File: config.mk
export PLATFORM = sky130hd
export DESIGN_NAME = mem_rr_arbiter
export DESIGN_NICKNAME = d
export VERILOG_FILES = /design/src/rtl/mem_rr_arbiter.sv
export SDC_FILE = /design/constraint.sdc
export NUM_CORES = 1
export LEC_CHECK = 0
export ABC_AREA = 1
export ABC_CLOCK_PERIOD_IN_PS = 4000
export BUFFER_PORTS_ARGS = -buffer_cell sky130_fd_sc_hd__buf_2
export CAP_MARGIN = 40
export CORE_MARGIN = 2
export CORE_UTILIZATION = 50
export DETAILED_ROUTE_END_ITERATION = 12
export PLACE_DENSITY = 0.84
export SYNTH_ARGS = -nofsm -noshare
export SYNTH_HDL_FRONTEND = slang
export SYNTH_SLANG_ARGS = --single-unit
export TNS_END_PERCENT = 5
File: constraint.sdc
create_clock -name clk_i -period 4 [get_ports clk_i]
set_clock_uncertainty 0.2 [all_clocks]
set_input_delay 0.4 -clock clk_i [delete_from_list [all_inputs] [get_ports clk_i]]
set_output_delay 0.4 -clock clk_i [all_outputs]
set_load 0.02 [all_outputs]
File: src/rtl/mem_rr_arbiter.sv
// Two-requester round-robin arbiter in front of a single-port synchronous RAM.
// Optional RAM wait timeout enabled by defining MEM_ARB_TIMEOUT_EN.
module mem_rr_arbiter #(
  parameter int WIDTH      = 32,
  parameter int ADDR_WIDTH = 4
`ifdef MEM_ARB_TIMEOUT_EN
  ,
  parameter int TIMEOUT    = 15
`endif
) (
  input  logic                  clk_i,
  input  logic                  rst_ni,
  input  logic                  s0_valid_i,
  input  logic                  s0_wr_rd_i,
  input  logic [ADDR_WIDTH-1:0] s0_addr_i,
  input  logic [WIDTH-1:0]      s0_wdata_i,
  output logic                  s0_ready_o,
  output logic [WIDTH-1:0]      s0_rdata_o,
  output logic                  s0_err_o,
  input  logic                  s1_valid_i,
  input  logic                  s1_wr_rd_i,
  input  logic [ADDR_WIDTH-1:0] s1_addr_i,
  input  logic [WIDTH-1:0]      s1_wdata_i,
  output logic                  s1_ready_o,
  output logic [WIDTH-1:0]      s1_rdata_o,
  output logic                  s1_err_o,
  output logic                  m_valid_o,
  output logic                  m_wr_rd_o,
  output logic [ADDR_WIDTH-1:0] m_addr_o,
  output logic [WIDTH-1:0]      m_wdata_o,
  input  logic                  m_ready_i,
  input  logic [WIDTH-1:0]      m_rdata_i,
  output logic [1:0]            grant_o
);

  typedef enum logic [1:0] {
    IDLE = 2'b00,
    BUSY = 2'b01,
    RESP = 2'b10
  } state_e;

  state_e                state_q, state_d;
  logic                  prio_q, prio_d;   // 1: S1 wins a tie
  logic                  m_valid_q, m_valid_d;
  logic                  m_wr_rd_q, m_wr_rd_d;
  logic [ADDR_WIDTH-1:0] m_addr_q, m_addr_d;
  logic [WIDTH-1:0]      m_wdata_q, m_wdata_d;
  logic [1:0]            grant_q, grant_d;
  logic [1:0]            ready_q, ready_d;
  logic [WIDTH-1:0]      s0_rdata_q, s0_rdata_d;
  logic [WIDTH-1:0]      s1_rdata_q, s1_rdata_d;
  logic                  win_s;
`ifdef MEM_ARB_TIMEOUT_EN
  logic [7:0]            cnt_q, cnt_d;
  logic [1:0]            err_q, err_d;
`endif

  // Next-state and output register computation
  always_comb begin
    state_d    = state_q;
    prio_d     = prio_q;
    m_valid_d  = m_valid_q;
    m_wr_rd_d  = m_wr_rd_q;
    m_addr_d   = m_addr_q;
    m_wdata_d  = m_wdata_q;
    grant_d    = grant_q;
    ready_d    = ready_q;
    s0_rdata_d = s0_rdata_q;
    s1_rdata_d = s1_rdata_q;
    win_s      = s1_valid_i && (!s0_valid_i || prio_q);
`ifdef MEM_ARB_TIMEOUT_EN
    cnt_d      = cnt_q;
    err_d      = err_q;
`endif
    case (state_q)
      IDLE: begin
        if (s0_valid_i || s1_valid_i) begin
          state_d   = BUSY;
          prio_d    = !win_s;
          m_valid_d = 1'b1;
          m_wr_rd_d = win_s ? s1_wr_rd_i : s0_wr_rd_i;
          m_addr_d  = win_s ? s1_addr_i : s0_addr_i;
          m_wdata_d = win_s ? s1_wdata_i : s0_wdata_i;
          grant_d   = win_s ? 2'b10 : 2'b01;
`ifdef MEM_ARB_TIMEOUT_EN
          cnt_d     = 8'd0;
`endif
        end else begin
          state_d = IDLE;
        end
      end
      BUSY: begin
        if (m_ready_i) begin
          state_d    = RESP;
          m_valid_d  = 1'b0;
          ready_d    = grant_q;
          s0_rdata_d = (grant_q[0] && !m_wr_rd_q) ? m_rdata_i : {WIDTH{1'b0}};
          s1_rdata_d = (grant_q[1] && !m_wr_rd_q) ? m_rdata_i : {WIDTH{1'b0}};
        end
`ifdef MEM_ARB_TIMEOUT_EN
        // Counter reaching TIMEOUT on this edge means TIMEOUT BUSY cycles elapsed
        else if (cnt_q == 8'(TIMEOUT - 1)) begin
          state_d    = RESP;
          m_valid_d  = 1'b0;
          ready_d    = grant_q;
          err_d      = grant_q;
          s0_rdata_d = {WIDTH{1'b0}};
          s1_rdata_d = {WIDTH{1'b0}};
        end else begin
          cnt_d = cnt_q + 8'd1;
        end
`else
        else begin
          state_d = BUSY;
        end
`endif
      end
      RESP: begin
        state_d    = IDLE;
        ready_d    = 2'b00;
        grant_d    = 2'b00;
        s0_rdata_d = {WIDTH{1'b0}};
        s1_rdata_d = {WIDTH{1'b0}};
`ifdef MEM_ARB_TIMEOUT_EN
        err_d      = 2'b00;
`endif
      end
      default: begin
        state_d   = IDLE;
        m_valid_d = 1'b0;
        grant_d   = 2'b00;
        ready_d   = 2'b00;
      end
    endcase
  end

  // State and output registers
  always_ff @(posedge clk_i or negedge rst_ni) begin
    if (!rst_ni) begin
      state_q    <= IDLE;
      prio_q     <= 1'b0;
      m_valid_q  <= 1'b0;
      m_wr_rd_q  <= 1'b0;
      m_addr_q   <= {ADDR_WIDTH{1'b0}};
      m_wdata_q  <= {WIDTH{1'b0}};
      grant_q    <= 2'b00;
      ready_q    <= 2'b00;
      s0_rdata_q <= {WIDTH{1'b0}};
      s1_rdata_q <= {WIDTH{1'b0}};
`ifdef MEM_ARB_TIMEOUT_EN
      cnt_q      <= 8'd0;
      err_q      <= 2'b00;
`endif
    end else begin
      state_q    <= state_d;
      prio_q     <= prio_d;
      m_valid_q  <= m_valid_d;
      m_wr_rd_q  <= m_wr_rd_d;
      m_addr_q   <= m_addr_d;
      m_wdata_q  <= m_wdata_d;
      grant_q    <= grant_d;
      ready_q    <= ready_d;
      s0_rdata_q <= s0_rdata_d;
      s1_rdata_q <= s1_rdata_d;
`ifdef MEM_ARB_TIMEOUT_EN
      cnt_q      <= cnt_d;
      err_q      <= err_d;
`endif
    end
  end

  assign m_valid_o  = m_valid_q;
  assign m_wr_rd_o  = m_wr_rd_q;
  assign m_addr_o   = m_addr_q;
  assign m_wdata_o  = m_wdata_q;
  assign grant_o    = grant_q;
  assign s0_ready_o = ready_q[0];
  assign s1_ready_o = ready_q[1];
  assign s0_rdata_o = s0_rdata_q;
  assign s1_rdata_o = s1_rdata_q;
`ifdef MEM_ARB_TIMEOUT_EN
  assign s0_err_o   = err_q[0];
  assign s1_err_o   = err_q[1];
`else
  assign s0_err_o   = 1'b0;
  assign s1_err_o   = 1'b0;
`endif

endmodule

# Word level (Yosys, flattened, before mapping)
# Cells that the tools add are included.
dict set report classes {
  reduce_logical 15
  n_eq_ne 4
  n_mux 20
  bitwise_logic 3
}
# cell count
set ops {}
lappend ops {{two-way mux 32 bit} 5}
lappend ops {{case mux 32 bit (2 select lines)} 2}
lappend ops {{case mux 2 bit (2 select lines)} 3}
lappend ops {{two-way mux 2 bit} 4}
lappend ops {{AND reduction 2 bit} 4}
lappend ops {{two-way mux 1 bit} 4}
lappend ops {{two-way mux 4 bit} 1}
lappend ops {{inequality test 2 bit (second input constant)} 2}
lappend ops {{logical AND 1 bit} 3}
lappend ops {{logical NOT 1 bit} 3}
lappend ops {{NOT 1 bit} 3}
lappend ops {{case mux 1 bit (3 select lines)} 1}
lappend ops {{AND reduction 3 bit} 1}
lappend ops {{equality test 2 x 1 -> 1 bit (second input constant)} 1}
lappend ops {{equality test 2 bit (second input constant)} 1}
lappend ops {{logical NOT 2 bit} 1}
lappend ops {{logical OR 1 bit} 2}
lappend ops {{nonzero test 2 bit} 1}
dict set report word_totals {
  regBits 109
  in_bits 111
}

# Depth between registers and ports, before layout
dict set report logic_depth {
  word_depth 6
  mapped_depth 7
  mapped_depth_nobuf 5
}

# Least setup slack after synthesis
# OpenSTA, ideal clock, no wires.
dict set report synth_timing {
  path_kind {reg2reg}
  startpoint {reg state_q[0]}
  endpoint {reg m_wr_rd_q (netlist: m_wr_rd_o)}
  arrival_ps 1094
  period_less_slack_ps 1419
  path_stages_with_launch 7
  path_buffers 2
  setup_ps 125
  slack_ps 2581
  path_cell_list {dfrtp_1 > nor2_2 > o21ai_2 > buf_2 > buf_4 > nand2_1 > nand3_1}
}
dict set report synth_via {
  elab_chain_cells 2
}
# item line_no
set synth_lines {}
lappend synth_lines {{start: declaration} 42} ;# state_e state_q, state_d;
lappend synth_lines {{start signal: assignment} 155} ;# state_q <= state_d;
lappend synth_lines {{logical NOT 2 bit} 75} ;# case (state_q)
lappend synth_lines {{AND reduction 2 bit (no line)} -}
lappend synth_lines {{end signal: assignment} 158} ;# m_wr_rd_q <= m_wr_rd_d;
lappend synth_lines {{end: declaration} 45} ;# logic m_wr_rd_q, m_wr_rd_d;
# Every way passes these cells.
# A chain may end at the register's enable or synchronous reset.

# Final worst setup path
dict set report layout_timing {
  startpoint {in s1_valid_i}
  endpoint {reg m_wdata_q[29] (netlist: m_wdata_o[29])}
}
dict set report layout_via {
  elab_chain_cells 2
  word_cells_on_any_way 4
}
# item line_no
set layout_lines {}
lappend layout_lines {{start: declaration} 20} ;# input logic s1_valid_i,
lappend layout_lines {{logical AND 1 bit / logical OR 1 bit (equally long branches)} {70, 77}}
lappend layout_lines {{two-way mux 32 bit / AND reduction 2 bit (equally long branches)} -}
lappend layout_lines {{end signal: assignment} 145} ;# m_wdata_q <= {WIDTH{1'b0}};
lappend layout_lines {{end signal: assignment} 160} ;# m_wdata_q <= m_wdata_d;
lappend layout_lines {{end: declaration} 47} ;# logic [WIDTH-1:0] m_wdata_q, m_wdata_d;
# Several ways; a longest one is shown, not always the timed one.

==> results.ini <==
[run_status]
outcome=complete, no violations

[global_routing]
grt_pass1_vias=4343
grt_max_degree=67
grt_pass1_wl_um=20300
overflow=0
track_usage_pct=24.9
antenna_found_initial=0

[clock_network]
cts_buffers=9
cts_buffer_depth=2
cts_htree_levels=3
cts_tree=done
ctsRootBufferMaster=clkbuf_8
post_cts_buffers=0
cts_hold_buf=1
cts_num_sinks=109
clk_pin_slew_ns=0.11
ctsResizeCount=0
insertion_delay_ns=0.35

[timing]
worstMarginPinSlew_ns=0.744
holdWs_ns=0.0669
slew_headroom_pct=50.4
period_share_pct=52.3
finalHoldViolations=0
final-setup-viol-count=0
rsz0062_at_grt=no
finalMaxSlewViolations=0
fin_crit_ns=2.09
fmax_mhz=478
fin_setup_tns_ns=0

[die]
initial_core_util_pct=50.9
dieArea_um2=10100
rows=35
die_y_um=101
ios=219
coreArea_um2=9150
die_w_um=101

[placement]
portBuffers=216
place.gp.congestion=0.824
dpl_cell_area_um2=5760
hpwl_um=8980

[detailed_routing]
wl_met1_um=5260
firstDrtPassIters=5
wl_met3_um=791
vias=4456
met2_length_um=6310
wl_per_cell_um=15.6
routed.top_layer=met4
drtIter0Drc=220
finalWirelength_um=12700
ant_nets=0
vias_per_cell=5.49
drc=0

[yosys]
synth_area_um2=4660
synth.most_common_cell=nand3_1
synth_area_per_cell_um2=9.31
netlist_instances=501
synth-async-reset-ratio_pct=100
synth.area.top_cells=dfrtp_1, nand3_1, o21ai_0
synth.top_cell.area_share_pct=58.5
synthFlopType=dfrtp_1
synth-edff-count=0
synthTopCellsByCount=nand3_1, dfrtp_1, o21ai_0
synth.distinct_cells=20
yosys.area.top_type=dfrtp_1
yosysSeqAreaShare_pct=58.5
synth_seq_cells=109
ys.warnings.count=0

[min_path]
hp-class=in2reg
hp-start=s0_wdata_i[10]

[cells_and_area]
area_growth_pct=28.1
diodes=0
drive_gt1_share_pct=35.6
stdcell_area_um2=5970
fin_util_pct=65.2
nets=806

[power]
p_per_area_nw_per_um2=748
leakagePower_nw=3.29
vdd_drop_max_mv=0.345
design_power_total_mw=4.47

[setup_path]
cp_max_fo=41
crit_chain=buf_2 > nand2_1 > buf_8 > nand3_1 > nand3_1
startpoint_type=input port
cp_data_required_time_ns=4.04
cp-end-kind=flop
critical_path.startpoint=s1_valid_i
worstSetupPathType=in2reg
reg2reg_from=state_q[0]
critPathMostFrequentCell=nand3_1
max_stage_delay_ns=0.62
cp.arrival_ns=2.13
slowest_stage=nand2_1

[run]
cap_violations=0

-- power breakdown --
group          leakage [nW]  switching, mW  total, mW  internal [mW]
Clock                0.0988          0.374      0.671          0.297
Combinational          1.76           1.38       2.03          0.647
Sequential             1.43          0.239       1.77           1.53
Total                  3.29           2.00       4.47           2.47
-- critical path, delay by kind of cell --
kind                   cells  cell delay (ns)
AND/OR/NAND/NOR            3             0.79
buffers and inverters      2             0.92
-- per-layer routing --
layer / GRT usage [%] / vias up
li1: - / 2111
met1: 33.1 / 2137
met2: 41.3 / 182
met3: 3.61 / 26
met4: 10.2 / 0
met5: 0 / -
-- sequential cells by signal (all words and copies together) (netlist names) --
signal      cells
grant_o         2
m_wdata_o      32
state_q         2
m_valid_o       1
m_addr_o        4
s1_rdata_o     32
ready_q         2
s0_rdata_o     32
m_wr_rd_o       1
prio_q          1
-- worst paths after layout --
| kind | to | depth (start not counted) | slack [ns] |
|---|---|---|---|
| worst min register to register | m_valid_o | 2 | 0.29 |
| worst min-delay path | m_wdata_o[10] | 3 | 0.07 |
| worst max register to register | m_wdata_o[20] | 6 | 1.96 |
| min in group asynchronous | m_wdata_o[23] | 2 | 0.38 |
| max in group asynchronous | s0_rdata_o[1] | 3 | 2.48 |
| worst max-delay path | m_wdata_o[29] | 5 | 1.91 |
-- cells in the final DEF (no fill, tap or decap), drive strengths merged --
| master | n |
|---|---|
| buf | 227 |
| nand3 | 142 |
| dfrtp | 109 |
| o21ai | 70 |
| nand2 | 51 |
| inv | 40 |
| nand4 | 37 |
| clkbuf | 10 |
| nor2 | 5 |
| o22ai | 2 |
| conb | 2 |
| clkinv | 2 |
| bufinv | 1 |
| clkinvlp | 1 |
| dlygate4sd3 | 1 |
-- per-stage QoR --
| stage | cells | setup WS (ns) |
|---|---|---|
| after floorplan | 502 | 2.58 |
| after global placement | 790 | 1.39 |
| after detailed placement | 794 | 1.60 |
| after CTS | 811 | 1.96 |
| after global routing | 811 | 1.79 |
| final | 811 | 1.91 |
-- layout make-up --
class	count	area, um2
fill	798	3180
sequential	109	2730
multi-input combinational	309	1540
timing repair buffer	228	1220
inverter	38	143
tap	111	139
clock buffer	10	128
clock inverter	6	71.3
-- logic make-up (layout without fill, tap and decap cells) --
kind of cell	count (synthesis)	after routing	share of synthesized area (%)
simple gates	235	235	24.9
flops	109	109	58.5
buf+inv	84	282	8.62
compound gates	72	72	7.86
other cells	1	2	0.0804
Power figures use the tool's default switching activity.
